--- config.mk ---
export PLATFORM = sky130hd
export DESIGN_NAME = hlsm_divsel
export DESIGN_NICKNAME = d
export VERILOG_FILES = /design/src/rtl/hlsm_divsel.sv
export SDC_FILE = /design/constraint.sdc
export NUM_CORES = 2
export LEC_CHECK = 0
export ABC_AREA = 1
export CAP_MARGIN = 20
export CORE_MARGIN = 5
export CORE_UTILIZATION = 55
export CTS_BUF_LIST = sky130_fd_sc_hd__clkbuf_2 sky130_fd_sc_hd__clkbuf_4 sky130_fd_sc_hd__clkbuf_8
export DETAILED_ROUTE_END_ITERATION = 10
export PLACE_DENSITY = 0.78
export SLEW_MARGIN = 15
export SYNTH_ARGS = -nofsm -noshare
export SYNTH_HDL_FRONTEND = slang
export SYNTH_SLANG_ARGS = --single-unit
--- constraint.sdc ---
create_clock -name Clk -period 2.35 [get_ports Clk]
set_input_delay 0.47 -clock Clk [delete_from_list [all_inputs] [get_ports Clk]]
set_output_delay 0.47 -clock Clk [all_outputs]
set_load 0.03 [all_outputs]
--- src/rtl/hlsm_divsel.sv ---
// rtl/hlsm_divsel.sv - z = (a%b == zero) ? a/b : c/d on one shared restoring divider.
// Optional macro HLSM_DIVZERO_TRAP_EN adds an ERR state that short-circuits zero divisors.
module hlsm_divsel #(
  parameter int DATA_WIDTH = 64
) (
  input  logic                  Clk,
  input  logic                  Rst,
  input  logic                  Start,
  input  logic [DATA_WIDTH-1:0] a,
  input  logic [DATA_WIDTH-1:0] b,
  input  logic [DATA_WIDTH-1:0] c,
  input  logic [DATA_WIDTH-1:0] d,
  input  logic [DATA_WIDTH-1:0] zero,
  output logic [DATA_WIDTH-1:0] z,
  output logic                  Done,
  output logic                  Busy,
  output logic                  DivZero
);

  localparam int W  = DATA_WIDTH;
  localparam int CW = $clog2(W + 1);

  typedef enum logic [2:0] {
    S_IDLE,
    S_DIV_AB,
    S_DIV_CD,
    S_CMP,
    S_SEL
`ifdef HLSM_DIVZERO_TRAP_EN
    , S_ERR
`endif
  } state_t;

  state_t        r_state;
  state_t        w_next;

  // The dividend a lives only in r_quo: it is shifted out as the quotient shifts in.
  logic [W-1:0]  r_b, r_c, r_d, r_zero;
  logic [W-1:0]  r_rem, r_quo, r_dvs;
  logic [W-1:0]  r_e, r_f, r_g;
  logic          r_geqz;
  logic [CW-1:0] r_cnt;

  logic [W:0]    w_shift;
  logic [W-1:0]  w_trial;
  logic          w_ge;
  logic [W-1:0]  w_rem_nx, w_quo_nx;
  logic          w_last;

  assign w_shift  = {r_rem, r_quo[W-1]};
  assign w_ge     = (w_shift >= {1'b0, r_dvs});
  assign w_trial  = w_shift[W-1:0] - r_dvs;
  assign w_rem_nx = w_ge ? w_trial : w_shift[W-1:0];
  assign w_quo_nx = {r_quo[W-2:0], w_ge};
  assign w_last   = (r_cnt == CW'(1));

  assign Busy = (r_state != S_IDLE);

  always_ff @(posedge Clk) begin
    if (Rst) r_state <= S_IDLE;
    else     r_state <= w_next;
  end

  always_comb begin
    w_next = r_state;
    case (r_state)
      S_IDLE: begin
        if (Start) begin
`ifdef HLSM_DIVZERO_TRAP_EN
          if ((b == '0) || (d == '0)) w_next = S_ERR;
          else                        w_next = S_DIV_AB;
`else
          w_next = S_DIV_AB;
`endif
        end
      end
      S_DIV_AB: if (w_last) w_next = S_DIV_CD;
      S_DIV_CD: if (w_last) w_next = S_CMP;
      S_CMP:    w_next = S_SEL;
      S_SEL:    w_next = S_IDLE;
`ifdef HLSM_DIVZERO_TRAP_EN
      S_ERR:    w_next = S_IDLE;
`endif
      default:  w_next = S_IDLE;
    endcase
  end

  always_ff @(posedge Clk) begin
    if (Rst) begin
      r_b     <= '0;
      r_c     <= '0;
      r_d     <= '0;
      r_zero  <= '0;
      r_rem   <= '0;
      r_quo   <= '0;
      r_dvs   <= '0;
      r_e     <= '0;
      r_f     <= '0;
      r_g     <= '0;
      r_geqz  <= 1'b0;
      r_cnt   <= '0;
      z       <= '0;
      Done    <= 1'b0;
      DivZero <= 1'b0;
    end else begin
      Done <= 1'b0;
      case (r_state)
        S_IDLE: begin
          if (Start) begin
            r_b     <= b;
            r_c     <= c;
            r_d     <= d;
            r_zero  <= zero;
            r_rem   <= '0;
            r_quo   <= a;
            r_dvs   <= b;
            r_cnt   <= CW'(W);
            DivZero <= 1'b0;
          end
        end
        S_DIV_AB: begin
          r_rem <= w_rem_nx;
          r_quo <= w_quo_nx;
          r_cnt <= r_cnt - CW'(1);
          if (w_last) begin
            r_e   <= w_quo_nx;
            r_g   <= w_rem_nx;
            r_rem <= '0;
            r_quo <= r_c;
            r_dvs <= r_d;
            r_cnt <= CW'(W);
          end
        end
        S_DIV_CD: begin
          r_rem <= w_rem_nx;
          r_quo <= w_quo_nx;
          r_cnt <= r_cnt - CW'(1);
          if (w_last) r_f <= w_quo_nx;
        end
        S_CMP: r_geqz <= (r_g == r_zero);
        S_SEL: begin
          z       <= r_geqz ? r_e : r_f;
          Done    <= 1'b1;
          DivZero <= (r_b == '0) | (r_d == '0);
        end
`ifdef HLSM_DIVZERO_TRAP_EN
        S_ERR: begin
          z       <= '0;
          Done    <= 1'b1;
          DivZero <= 1'b1;
        end
`endif
        default: ;
      endcase
    end
  end

endmodule

==> results.md <==
* Final period utilization at 112%
* Final Hold Viols at 0
* Routability Congestion at ~1.1
* Minimum clock period at 2.63 ns
* Largest buffer count on any clock path at 3
* Final setup viols at roughly 130
* Initial DRC count at 4709
* Clk_skew at approximately 0.043 ns
* Fillers at ~4.8k
* Pre-Repair DR Iteration Count at 7
* RSZ-0062 raised after global routing: yes
* Clk root buf: clkbuf_8
* Routed WL at 142 mm
* Post-Syn Area at ~0.036 sq mm
* Startpoint Class: register
* Initial core utilization at 55.4%
* PD cells at approximately 1600 mW/mm^2
* Rows at 93
* Post-DRT Antenna Nets at 0
* Slew Limit Fails at 0
* CTS clock-pin slew for the worst setup and hold paths at 0.06 ns
* Buffers on Ports at just under 400
* DP Worst Slack at -0.617 ns
* Peak supply drop at a little over 900 uV
* Measured slew at the worst slew-check pin at approximately 0.83 ns
* First-pass GRT wire length at around 210 mm
* Share of post-route cells with drive strength above 1 at 22.8%
* CTS buffer count at between 100 and 150
* Register area share after synthesis at 40.3%
* Initial antenna violation count at 14
* Vias in the first global route at 36.2k
* Crit path max fanout at 7
* Failing checks: setup timing
* Syn_nets at ~5.6k
* Fmax at ~380 MHz
* HP Class: in2reg
* Flops & latches, synth at a little over 700
* Die height at roughly 260 microns
* Yosys cell types at between 40 and 50
* Remaining DRCs at 0
* Cells after synthesis at around 5.2k
* Status: finished, violations left
* Die X at between 200 and 300 microns
* H-tree depth at 3
* Synth warnings at 0
* Main synth FF type: dfxtp_1
* Layout area overhead at 38.4%
* Via count at between 30k and 40k
* Critical path class: reg2reg
* Total I/O pin count at 390
* Worst-Skew Late Latency at ~0.8 ns
* Wirelength per Cell at 20.6 microns
* Core Area at 0.0642 sq mm
* Leakage power at 22.1 nW
* Die area at 0.0699 sq mm
* Max Cap Viol at 0
* Clock tree sinks at roughly 700
* Grt ovf at 0
* Final net count at about 6.3k
* Setup WS post-layout at -0.278 ns
* Worst EP required at 2.98 ns
* Worst slew margin at approximately 44%
* Pin count of the biggest net entering global routing at 250
* TritonCTS clock tree: yes
* Post-synthesis area per instance at between 6 and 7 sq um
* Setup TNS at -20.67 ns
* Vias/cell at about 5.7
* DP HPWL at 99.9 mm
* Number of flops mapped to enable cells by yosys at 0
* Final core utilization at between 70% and 80%
* Total GRT Usage at between 30 and 40%
* CP endpoint kind: register
* Post-synth ARST share at 0%
* Critical Path AT at around 3.3 ns
cells in the mapped netlist (6+ instances only):
| library cell | count | share of area [%] |
|---|---|---|
| nand2_1 | 1057 | 11 |
| inv_1 | 759 | 8.0 |
| dfxtp_1 | 717 | 40 |
| o21ai_0 | 635 | 8.9 |
| a21oi_1 | 539 | 7.6 |
| nor2_1 | 432 | 4.6 |
| clkbuf_1 | 248 | 2.6 |
| nand3_1 | 151 | 2.1 |
| a31oi_1 | 67 | 1.2 |
| ha_1 | 66 | 2.3 |
| a221oi_1 | 64 | 1.6 |
| o22ai_1 | 62 | 1.1 |
| xnor2_1 | 58 | 1.4 |
| nand3b_1 | 42 | 0.89 |
| nand4_1 | 38 | 0.67 |
| buf_2 | 36 | 0.51 |
| xor2_1 | 29 | 0.71 |
| a21o_1 | 28 | 0.59 |
| nor4_1 | 27 | 0.47 |
| nor3_1 | 24 | 0.34 |
| nand3b_2 | 17 | 0.54 |
| nor2_2 | 16 | 0.28 |
| buf_6 | 13 | 0.41 |
| inv_2 | 11 | 0.12 |
| nand2_2 | 11 | 0.19 |
| nand3b_4 | 6 | 0.34 |
| o21ai_1 | 6 | 0.084 |
power by group:
group | leakage, nW | switching [mW] | internal [mW] | total [mW]
logic | 14.9 | 28.9 | 19.9 | 48.8
registers | 5.91 | 1.90 | 15.1 | 17.0
clock network | 1.31 | 5.27 | 6.34 | 11.6
critical path, stage by stage, from the launching register on:
cell and delay (ns):
dfxtp_2 0.34, inv_2 0.05, ha_4 0.27, buf_6 0.11, nand2_4 0.05, nor2_4 0.08, nand3b_1 0.26, nor2_2 0.20
nand3_2 0.11, o21bai_4 0.17, nor2_4 0.09, nand2_8 0.13, buf_12 0.13, clkbuf_16 0.17, buf_12 0.12, nand2_8 0.05
nand2_4 0.09, a21oi_2 0.05
worst paths after layout:
check                            endpoint     start  slack, ns  depth (start not counted)
worst min-delay path            r_dvs[11]       Rst       0.17                          4
worst max register to register    r_g[48]  r_dvs[7]      -0.28                         17
worst min register to register    r_b[36]   r_b[36]       0.45                          2
worst max-delay path              r_g[48]  r_dvs[7]      -0.28                         17
cells in the final DEF, fill, tap and decap left out, drive strengths merged, types with 38 or more instances in the layout:
master         synthesis  layout
a31oi                 67      67
inv                  770     773
xnor2                 58      58
nand3                154     154
ha                    66      66
nand3b                65      65
o21ai                641     641
nor2                 450     450
a21oi                540     540
nand2               1071    1071
clkbuf               248     182
dfxtp                717     717
buf                   59     529
o22ai                 62      62
a221oi                64      64
nand4                 38      38
clkdlybuf4s50          0     377
timing repair:
item | 4_1_cts | 5_1_grt
gates resized for setup | 440 | 304
cloned | 7 | 4
pin swaps | 71 | 67
hold buffers | 0 | 0
setup endpoints to repair | 148 | 222
setup buffers | 22 | 17
routing by layer:
layer	global-route usage, %	part of all wire (%)
met5	0	0.019
met4	17.7	6.0
met3	7.96	9.4
met2	57.8	44
met1	49.7	40
logic make-up after synthesis:
logic type | after synthesis | share of synthesized area, %
simple gates | 1842 | 22.0
buf+inv | 1079 | 11.9
compound gates | 1408 | 21.2
xor+xnor | 87 | 2.14
flops | 717 | 40.3
fa+ha+maj | 67 | 2.38
registers in the layout, indices dropped and copies added, names as in the netlist:
name	cells
r_g	64
r_dvs	64
r_cnt	7
z	64
r_rem	64
r_d	64
r_zero	64
r_state	3
Done	1
r_e	64
r_geqz	1
r_quo	64
r_b	64
r_c	64
DivZero	1
r_f	64
through the flow:
step / area, sq um / cells / hold WS, ns / total power, mW
2_1_floorplan: 35600 / 5200 / 0.423 / 37.7
3_3_place_gp: 43300 / 6620 / 0.434 / 54.6
3_5_place_dp: 43300 / 6620 / 0.437 / 55.0
4_1_cts: 47800 / 6846 / 0.142 / 71.6
5_1_grt: 49200 / 6874 / 0.156 / 81.2
6_report: 49300 / 6882 / 0.170 / 77.4
layout make-up:
cell class                      instances  area [sq um]  area share (%)
Multi-Input combinational cell       3404         19500            39.6
Inverter                              772          2930            5.95
Clock buffer                          178          2170            4.40
Tap cell                              855          1070            2.17
Antenna cell                           15          37.5          0.0762
Sequential cell                       717         14500            29.4
Timing Repair Buffer                  921          8740            17.7
Clock inverter                         20           303           0.615
No activity file was read; power rests on OpenSTA's default activity.
